## src/rtl/bool_combine_pkg.sv

```systemverilog
// Shared encodings, payload control fields and the bitwise operator helper
// for the boolean combine pipeline.
package bool_combine_pkg;

  // Final-operator encodings carried on op_sel.
  localparam logic [1:0] OP_XOR  = 2'd0;
  localparam logic [1:0] OP_XNOR = 2'd1;
  localparam logic [1:0] OP_OR   = 2'd2;
  localparam logic [1:0] OP_AND  = 2'd3;

  // Width-independent control part of the S1 payload. The a/b operand fields
  // depend on WIDTH, so the full payload struct is completed in the top.
  typedef struct packed {
    logic [1:0] op;
    logic       acc_mode;
    logic       last;
  } s1_ctrl_t;

  // Single-bit operator. The top applies it per bit, which keeps the helper
  // usable for any WIDTH.
  function automatic logic apply_op(input logic [1:0] op, input logic a, input logic b);
    logic res;
    case (op)
      OP_XOR:  res = a ^ b;
      OP_XNOR: res = ~(a ^ b);
      OP_OR:   res = a | b;
      OP_AND:  res = a & b;
      default: res = 1'b0;
    endcase
    return res;
  endfunction

endpackage

```

## src/rtl/pipe_slice.sv

```systemverilog
// Parametrised valid/ready register slice. Accepts a new word whenever it is
// empty or its current word is leaving in the same cycle.
module pipe_slice #(
  parameter int unsigned Width = 8
) (
  input  logic             clk,
  input  logic             rst,
  input  logic             i_valid,
  output logic             o_ready,
  input  logic [Width-1:0] i_data,
  output logic             o_valid,
  input  logic             i_ready,
  output logic [Width-1:0] o_data
);

  logic             r_valid;
  logic [Width-1:0] r_data;

  assign o_ready = ~r_valid | i_ready;
  assign o_valid = r_valid;
  assign o_data  = r_data;

  // Slice register: load on upstream transfer, empty when drained.
  always_ff @(posedge clk or posedge rst) begin
    if (rst) begin
      r_valid <= 1'b0;
      r_data  <= '0;
    end else if (o_ready) begin
      r_valid <= i_valid;
      if (i_valid) begin
        r_data <= i_data;
      end
    end
  end

endmodule

```

## src/rtl/bool_combine_pipe.sv

```systemverilog
// Two-stage boolean combiner: S1 registers a=x|y and b=x&y, then the final
// operator result is either written to the output slice or folded into an
// XOR accumulator for multi-beat packets.
module bool_combine_pipe
  import bool_combine_pkg::*;
#(
  parameter int unsigned WIDTH = 8,
  parameter int unsigned CNT_W = 8
) (
  input  logic             clk,
  input  logic             rst,
  input  logic             in_valid,
  output logic             in_ready,
  input  logic [WIDTH-1:0] x,
  input  logic [WIDTH-1:0] y,
  input  logic [1:0]       op_sel,
  input  logic             acc_mode,
  input  logic             in_last,
  output logic             out_valid,
  input  logic             out_ready,
  output logic [WIDTH-1:0] z,
  output logic             out_last,
  output logic [CNT_W-1:0] beat_cnt
);

  typedef struct packed {
    logic [WIDTH-1:0] a;
    logic [WIDTH-1:0] b;
    s1_ctrl_t         ctrl;
  } s1_payload_t;

  typedef struct packed {
    logic [WIDTH-1:0] z;
    logic             last;
    logic [CNT_W-1:0] cnt;
  } out_payload_t;

  function automatic logic [CNT_W-1:0] sat_inc(input logic [CNT_W-1:0] v);
    return (&v) ? v : v + CNT_W'(1);
  endfunction

  s1_payload_t  w_s1_in;
  s1_payload_t  w_s1_out;
  logic         w_s1_valid;
  logic         w_s1_ready_dn;
  logic [WIDTH-1:0] w_r;
  logic         w_acc_hold;
  logic         w_out_in_valid;
  logic         w_out_in_ready;
  out_payload_t w_out_in;
  out_payload_t w_out_data;

  logic [WIDTH-1:0] r_acc;
  logic [CNT_W-1:0] r_cnt;

  // S1 payload formed straight from the input beat.
  always_comb begin
    w_s1_in               = '0;
    w_s1_in.a             = x | y;
    w_s1_in.b             = x & y;
    w_s1_in.ctrl.op       = op_sel;
    w_s1_in.ctrl.acc_mode = acc_mode;
    w_s1_in.ctrl.last     = in_last;
  end

  pipe_slice #(
    .Width($bits(s1_payload_t))
  ) u_s1 (
    .clk     (clk),
    .rst     (rst),
    .i_valid (in_valid),
    .o_ready (in_ready),
    .i_data  (w_s1_in),
    .o_valid (w_s1_valid),
    .i_ready (w_s1_ready_dn),
    .o_data  (w_s1_out)
  );

  // Final operator evaluated bit by bit on the S1 operands.
  always_comb begin
    w_r = '0;
    for (int i = 0; i < int'(WIDTH); i++) begin
      w_r[i] = apply_op(w_s1_out.ctrl.op, w_s1_out.a[i], w_s1_out.b[i]);
    end
  end

  // Routing between S1, the accumulator and the output slice. Non-last
  // accumulate beats only touch the accumulator, so they never wait on the sink.
  always_comb begin
    w_acc_hold     = w_s1_out.ctrl.acc_mode & ~w_s1_out.ctrl.last;
    w_out_in_valid = w_s1_valid & ~w_acc_hold;
    w_s1_ready_dn  = w_acc_hold | w_out_in_ready;
    w_out_in       = '0;
    w_out_in.last  = 1'b1;
    if (w_s1_out.ctrl.acc_mode) begin
      w_out_in.z   = r_acc ^ w_r;
      w_out_in.cnt = sat_inc(r_cnt);
    end else begin
      w_out_in.z   = w_r;
      w_out_in.cnt = CNT_W'(1);
    end
  end

  // Accumulator: fold open-packet beats, clear when the closing beat is output.
  // Per-beat (acc_mode=0) results leave it untouched.
  always_ff @(posedge clk or posedge rst) begin
    if (rst) begin
      r_acc <= '0;
      r_cnt <= '0;
    end else if (w_s1_valid && w_s1_out.ctrl.acc_mode) begin
      if (!w_s1_out.ctrl.last) begin
        r_acc <= r_acc ^ w_r;
        r_cnt <= sat_inc(r_cnt);
      end else if (w_out_in_ready) begin
        r_acc <= '0;
        r_cnt <= '0;
      end
    end
  end

  pipe_slice #(
    .Width($bits(out_payload_t))
  ) u_out (
    .clk     (clk),
    .rst     (rst),
    .i_valid (w_out_in_valid),
    .o_ready (w_out_in_ready),
    .i_data  (w_out_in),
    .o_valid (out_valid),
    .i_ready (out_ready),
    .o_data  (w_out_data)
  );

  assign z        = w_out_data.z;
  assign out_last = w_out_data.last;
  assign beat_cnt = w_out_data.cnt;

endmodule

```

## config.mk

```make
export PLATFORM = sky130hd
export DESIGN_NAME = bool_combine_pipe
export DESIGN_NICKNAME = d
export VERILOG_FILES = /design/src/rtl/bool_combine_pkg.sv /design/src/rtl/pipe_slice.sv /design/src/rtl/bool_combine_pipe.sv
export SDC_FILE = /design/constraint.sdc
export NUM_CORES = 1
export LEC_CHECK = 0
export ABC_CLOCK_PERIOD_IN_PS = 5300
export CAP_MARGIN = 40
export CORE_MARGIN = 2
export CORE_UTILIZATION = 43
export CTS_CLUSTER_DIAMETER = 120
export DETAILED_ROUTE_END_ITERATION = 10
export GPL_TIMING_DRIVEN = 0
export PLACE_DENSITY = 0.65
export SLEW_MARGIN = 20
export SYNTH_ARGS = -nofsm -noshare
export SYNTH_HDL_FRONTEND = slang
export SYNTH_SLANG_ARGS = --single-unit
```

## constraint.sdc

```tcl
create_clock -name clk -period 5.3 [get_ports clk]
set_input_delay 1.06 -clock clk [delete_from_list [all_inputs] [get_ports clk]]
set_output_delay 1.06 -clock clk [all_outputs]
set_load 0.02 [all_outputs]
```

# ---- Word level (Yosys, flattened, before mapping)
# Index checks and enable logic that the tools add are counted.
# Widths: inputs -> output; s select.
dict set report classes {
  addsub 1
  n_eq_ne 4
  n_mux 14
  bitwise_logic 44
  reduce_logical 6
}
# operator n
set ops {}
lappend ops {{$mux 8} 6}
lappend ops {{$pmux 1 s4} 8}
lappend ops {{$not 1->1} 12}
lappend ops {{$or 1x1->1} 11}
lappend ops {{$and 1x1->1} 10}
lappend ops {{$add 8x1->8 const B} 1}
lappend ops {{$and 8x8->8} 1}
lappend ops {{$or 8x8->8} 1}
lappend ops {{$reduce_and 8->1} 1}
lappend ops {{$xor 1x1->1} 8}
lappend ops {{$xor 8x8->8} 1}
lappend ops {{$reduce_and 2->1} 3}
lappend ops {{$eq 2x2->1 const B} 2}
lappend ops {{$eq 2x1->1 const B} 1}
lappend ops {{$logic_not 2->1} 1}
lappend ops {{$ne 2x2->1 const B} 1}
lappend ops {{$logic_and 1x1->1} 1}
dict set report word_totals {
  regBits 55
  in_bits 24
  out_inout_bits 19
  elab_cells 75
}

# ---- Depth between registers and ports, before layout
# Gate-level depths: netlist (run 1).
dict set report logic_depth {
  word_depth 5
  ltp_mapped 6
  mapped_depth_nobuf 6
}

# ---- By module
# A second synthesis (run 1) with hierarchy kept.
dict set report unflattened {
  cells_unflattened 326
  area_unflattened_um2 3438.3
}
# mod n_inst cells_per_inst area_per_inst_um2 seq_area_each_um2
set by_module_without_submodules {}
lappend by_module_without_submodules {bool_combine_pipe 1 239 1800.5 400.4}
lappend by_module_without_submodules {{pipe_slice (u_s1)} 1 47 902.1 525.5}
lappend by_module_without_submodules {{pipe_slice (u_out)} 1 40 735.7 450.4}

# ---- Least setup slack after synthesis (run 1)
# Ideal clock, no wire load.
dict set report synth_path {
  path_kind {input port to output port}
  startpoint {input out_ready}
  endpoint {output in_ready}
  t_arrival_ns 1.530
  t_required_ns 4.240
  setup_slack_ns 2.710
  path_stages 2
  path_cell_list {nor2b_1 -> nand3_1}
}
dict set report synth_between {
  elab_chain_cells 3
}
# item line_no
set synth_lines {}
lappend synth_lines {{from (decl)} bool_combine_pipe.sv:20} ;# input logic out_ready,
lappend synth_lines {{$or 1x1->1} pipe_slice.sv:19} ;# assign o_ready = ~r_valid | i_ready;
lappend synth_lines {{$or 1x1->1} bool_combine_pipe.sv:92} ;# w_s1_ready_dn = w_acc_hold | w_out_in_ready;
lappend synth_lines {{$or 1x1->1} pipe_slice.sv:19}
lappend synth_lines {{to (decl)} bool_combine_pipe.sv:13} ;# output logic in_ready,
# Every way passes these cells.

# ---- Worst setup path after layout (run 1)
# Ends and elaborated chain as after synthesis.

==> impl_metrics.toml, run 1 <==
[status]
status = "completed"

[setup_path]
cp_cell_sequence = "clkdlybuf4s50_1 > nor2b_1 > nand3_1 > clkdlybuf4s50_1"
cp_common_cell = "clkdlybuf4s50_1"
crit_fanout = 4
arrival_ps = 2460
r2r_start = "u_s1.o_data[1]"
critPathRequiredTime_ps = 4240
critPathSlowestCell = "clkdlybuf4s50_1"
crit_start = "out_ready"
worstSetupPathType = "in -> out"
max_stage_delay_ps = 550
cp-start-kind = "input pin"
endpoint_kind = "output pin"
worst_r2r_path_depth = 5
worstReg2RegEnd = "r_acc[3]"
r2r_slack_ps = 3550

[clock_network]
clk_transition_reported_paths_ps = 90
cts_tree = "yes"
cts_max_level = 2
cts.sinks = 55
cts_resized = 0
postCtsSetupBuffers = 0
clock_latency_ps = 300
postCtsHoldBufs = 0
cts_buffer_depth = 2
cts-root-buf = "clkbuf_8"
numCtsBuffers = 5

[sta]
min_period_ps = 3520
fmax_mhz = 284
setup_viol = 0
report.final.slew_viol_count = 0
fin_tns_setup_ps = 0
hold_slack_ps = 476
min_period_over_period_pct = 66.4
maxSlewHeadroom_pct = 54.4
rsz0062_at_grt = "false"
finalHoldViolations = 0
finClkSkew_ps = 3.27
worstMarginPinSlew_ps = 685
timing.final.ws_setup_ps = 1780

[logic_synthesis]
synth.distinct_cells = 44
syn_inst = 335
yosysTopAreaCell = "dfrtp_1"
synth_fp_nets = 376
yosys_warnings = 0
synth_top_area_share_pct = 44.4
ys_ff_latch = 55
netlist_area_um2 = 3100
avgSynthCellArea_um2 = 9.25
seq_area_frac_synth_pct = 44.4
async_flop_share_pct = 100
ys_dominant_reg_cell = "dfrtp_1"
synth_edf_count = 0
synth_area_leaders = "dfrtp_1, ha_1, nand2_1"

[run]
cap_viol_max_count = 0

[grt]
antenna_found_initial = 0
grt_usage_pct = 17.6
grt_pass1_wl_um = 10900
grt_max_degree = 56
grt_pass1_vias = 2399
overflow = 0

[power]
leakage_nw = 1.60
power.share.switching_pct = 34.8
combinationalPowerShare_pct = 36.8
p_sw_mw = 0.463
ir_drop_uv = 144
clkPwrFrac_pct = 18.8
internal_power_mw = 0.867
total_power_mw = 1.33
pwr_density_cell_nw_per_um2 = 355
seqPwrFrac_pct = 44.4

[floorplanning]
initial_core_util_pct = 45.1
die_area_um2 = 7900
fp.dieH_um = 88.9
io_pins = 43
die_width_um = 88.9
core_area_um2 = 6870
rows = 30

[cells_and_area]
drive_gt1_share_pct = 9.09
fin_nets = 425
multi_input_comb_area_um2 = 1580
final_core_util_pct = 54.5
n_antenna_cell = 0
final_cell_mix = "dfrtp_1, nand2_1, clkdlybuf4s50_1"
stdcell_area_um2 = 3740
final-seq-area_um2 = 1380
n_fill_cell = 649
area_growth_pct = 20.8
finalNonFillerCells = 481
final_common_cell = "dfrtp_1"

[placement]
dp_hpwl_um = 4720
placed_cell_area_um2 = 3640
pre_cts_ws_ps = 1790
gp_congestion = 0.791
dp_cells = 473
portBuffers = 42

[route]
drc_errors = 0
via_per_inst = 5.17
wl_per_cell_um = 13.0
first_pass_iters = 4
drt_iter0_markers = 112
vias = 2489
drt_wl_total_um = 6250
ant_nets = 0

[hold_path]
hold_path.class = "reg -> reg"
min_from = "u_out.o_data[8]"
holdPathEnd = "u_out.o_data[8]"
min_delay_path_depth = 1
-- sequential cells by signal, indices dropped and copies added, names as in the netlist --
name           cells
u_s1.o_data       20
u_out.o_data      17
r_acc              8
r_cnt              8
u_out.o_valid      1
u_s1.o_valid       1
-- worst max-delay path by stage --
stage                    end  slack [ps]  depth (start not counted)
floorplan           in_ready        2710                          2
global placement    in_ready        1770                          4
detailed placement  in_ready        1790                          4
CTS                 in_ready        1780                          4
global route        in_ready        1730                          4
finish              in_ready        1780                          4
-- power groups by stage --
stage / Sequential (mW) / Combinational, mW / Clock, mW
2_1_floorplan: 0.629 / 0.288 / 0
3_3_place_gp: 0.593 / 0.482 / 0
3_5_place_dp: 0.599 / 0.494 / 0
4_1_cts: 0.590 / 0.495 / 0.262
5_1_grt: 0.604 / 0.548 / 0.278
6_report: 0.591 / 0.489 / 0.250
-- logic make-up after synthesis --
family	after synthesis	share of synthesized area, %
AND/OR/NAND/NOR	124	20.0
AO/OA/AOI/OAI	91	19.4
flip-flops	55	44.4
buffers and inverters	33	4.60
adder cells (fa/ha/maj)	17	6.87
XOR/XNOR	9	2.54
multiplexers	6	2.14
-- critical path: cells and delay by family --
family / cells / cell delay [ps]
buffers and inverters: 2 / 960
and+or+nand+nor: 2 / 430
-- final cells by class --
| class | instances | area share (%) |
|---|---|---|
| clock buffers | 8 | 2.68 |
| multi-input cells | 247 | 42.2 |
| flip-flops and latches | 55 | 36.8 |
| repair buffers | 42 | 11.2 |
| well taps | 96 | 3.21 |
| inverters | 19 | 1.97 |
| plain buffers | 14 | 1.91 |
-- synthesized netlist by cell type (2+ instances only) --
master and count:
nand2b_1 13, clkbuf_1 4, a211o_1 5, o211ai_1 5, nor2_1 9, xnor2_1 8
a21oi_1 18, a31oi_1 15, a21o_1 9, o31ai_1 3, nor2b_1 11, or4_1 2
buf_2 9, ha_1 17, nand4_1 6, mux2_2 5, nand2_1 48, dfrtp_1 55
nor3_1 12, o21ba_2 5, nand3_1 15, o21ai_0 22, inv_1 18
-- metal layers --
metal / track usage (%) / up-vias / wire [um]
met5: 0 / - / 0
met4: 3.72 / 0 / 47
met3: 3.08 / 5 / 268
met2: 32.1 / 59 / 3020
met1: 21.6 / 1143 / 2910
li1: - / 1282 / -
(Power assumes the default switching activity.)
==> inputs of run 2 (changes only) <==
--- a/config.mk
+++ b/config.mk
@@ -5,14 +5,14 @@
 export SDC_FILE = /design/constraint.sdc
 export NUM_CORES = 1
 export LEC_CHECK = 0
-export ABC_CLOCK_PERIOD_IN_PS = 5300
+export ABC_CLOCK_PERIOD_IN_PS = 3200
 export CAP_MARGIN = 40
 export CORE_MARGIN = 2
 export CORE_UTILIZATION = 43
 export CTS_CLUSTER_DIAMETER = 120
 export DETAILED_ROUTE_END_ITERATION = 10
 export GPL_TIMING_DRIVEN = 0
-export PLACE_DENSITY = 0.65
+export PLACE_DENSITY = 0.68
 export SLEW_MARGIN = 20
 export SYNTH_ARGS = -nofsm -noshare
 export SYNTH_HDL_FRONTEND = slang
==> constraint.sdc (replaced) <==
create_clock -name clk -period 3.2 [get_ports clk]
set_input_delay 0.64 -clock clk [delete_from_list [all_inputs] [get_ports clk]]
set_output_delay 0.64 -clock clk [all_outputs]
set_load 0.02 [all_outputs]
==> run 2 against run 1 <==
Against the previous run:
- clock skew increased by 2.8 ps
- critical endpoint unchanged
- cell area decreased by 0.33%
- total power increased by 64%
- via count increased by 3.0%
- critical path depth unchanged
- worst hold slack got worse by 0.80 ps
- first-iteration DRC count increased by 24%
==> impl_metrics.toml, run 2 (synthesis gave the netlist of run 1 again) <==
[clock_network]
cts_tree = "yes"
postCtsSetupBuffers = 0
cts.sinks = 55
numCtsBuffers = 5
cts_buffer_depth = 2
cts_max_level = 2
clock_latency_ps = 310
postCtsHoldBufs = 0
cts_resized = 0
clk_transition_reported_paths_ps = 90
cts-root-buf = "clkbuf_8"

[sta]
finClkSkew_ps = 6.04
finalHoldViolations = 0
min_period_over_period_pct = 84.2
min_period_ps = 2690
fmax_mhz = 371
setup_viol = 0
maxSlewHeadroom_pct = 54.6
rsz0062_at_grt = "false"
report.final.slew_viol_count = 0
worstMarginPinSlew_ps = 681
timing.final.ws_setup_ps = 507
fin_tns_setup_ps = 0

[route]
via_per_inst = 5.34
ant_nets = 0
drt_wl_total_um = 6430
first_pass_iters = 5
drt_iter0_markers = 139
vias = 2564
wl_per_cell_um = 13.4
drc_errors = 0

[cells_and_area]
n_antenna_cell = 0
fin_nets = 425
stdcell_area_um2 = 3730
final_cell_mix = "dfrtp_1, nand2_1, clkdlybuf4s50_1"
final_common_cell = "dfrtp_1"
final_core_util_pct = 54.3
largest_reg_flops = 20
drive_gt1_share_pct = 9.11
area_growth_pct = 20.4

[placement]
dp_hpwl_um = 4750
placed_cell_area_um2 = 3640
gp_congestion = 0.794
pre_cts_ws_ps = 517
portBuffers = 42

[power]
combinationalPowerShare_pct = 37.4
p_sw_mw = 0.779
total_power_mw = 2.19
pwr_density_cell_nw_per_um2 = 587
internal_power_mw = 1.41
seqPwrFrac_pct = 44.6
leakage_nw = 1.59
ir_drop_uv = 225
clkPwrFrac_pct = 17.9
power.share.switching_pct = 35.6

[grt]
grt_pass1_vias = 2419
grt_usage_pct = 17.6
grt_pass1_wl_um = 10800
grt_max_degree = 56
overflow = 0
antenna_found_initial = 0

[floorplanning]
core_area_um2 = 6870
io_pins = 43
initial_core_util_pct = 45.1
die_area_um2 = 7900
fp.dieH_um = 88.9
die_width_um = 88.9
rows = 30

[setup_path]
arrival_ps = 2050
r2r_slack_ps = 1400
crit_fanout = 4
critPathRequiredTime_ps = 2560
cp-start-kind = "input pin"
worstSetupPathType = "in -> out"
endpoint_kind = "output pin"

[hold_path]
hold_path.class = "reg -> reg"

[run]
cap_viol_max_count = 0

[status]
status = "completed"
-- run 2: power by group through the flow --
stage	Combinational (mW)	Sequential [mW]	Clock [mW]
global route	0.911	0.999	0.434
finish	0.818	0.976	0.392
floorplan	0.476	1.04	0
CTS	0.826	0.977	0.410
global placement	0.796	0.983	0
detailed placement	0.824	0.989	0
-- run 2: metrics by stage --
| step | hold WS [ps] | std cells |
|---|---|---|
| after floorplan | 450 | 335 |
| after global placement | 453 | 473 |
| after detailed placement | 459 | 473 |
| after CTS | 482 | 480 |
| after global routing | 517 | 480 |
| final | 476 | 480 |
-- run 2: path summary, 6_finish.rpt --
path / cells after the start / end / startpoint
min in group asynchronous: 2 / u_out.o_data[4] / rst
min: 1 / u_out.o_data[8] / u_out.o_data[8]
max in group asynchronous: 2 / u_s1.o_data[13] / rst
max reg2reg: 5 / u_out.o_data[2] / u_s1.o_data[0]
min reg2reg: 1 / u_out.o_data[8] / u_out.o_data[8]
max: 4 / in_ready / out_ready
-- run 2: critical path, cell delays in order --
cell and delay, ps:
clkdlybuf4s50_1 420, nor2b_1 300, nand3_1 140, clkdlybuf4s50_1 550
-- run 2: area by class of cell --
cell class | instances | area, um^2
fillers | 658 | 3140
multi-input cells | 247 | 1580
flip-flops and latches | 55 | 1380
repair buffers | 42 | 420
well taps | 96 | 120
clock buffers | 6 | 82.6
inverters | 19 | 73.8
plain buffers | 14 | 71.3
clock inverters | 1 | 5.00
-- run 2: metal layers --
layer  share of wire (%)  up-vias  wire length [um]  track usage (%)
li1                    -     1275                 -                -
met1                  44     1205              2830             21.5
met2                  50       75              3200             31.6
met3                 4.9        9               313             3.17
met4                 1.3        0                85             4.96
met5                   0        -                 0                0
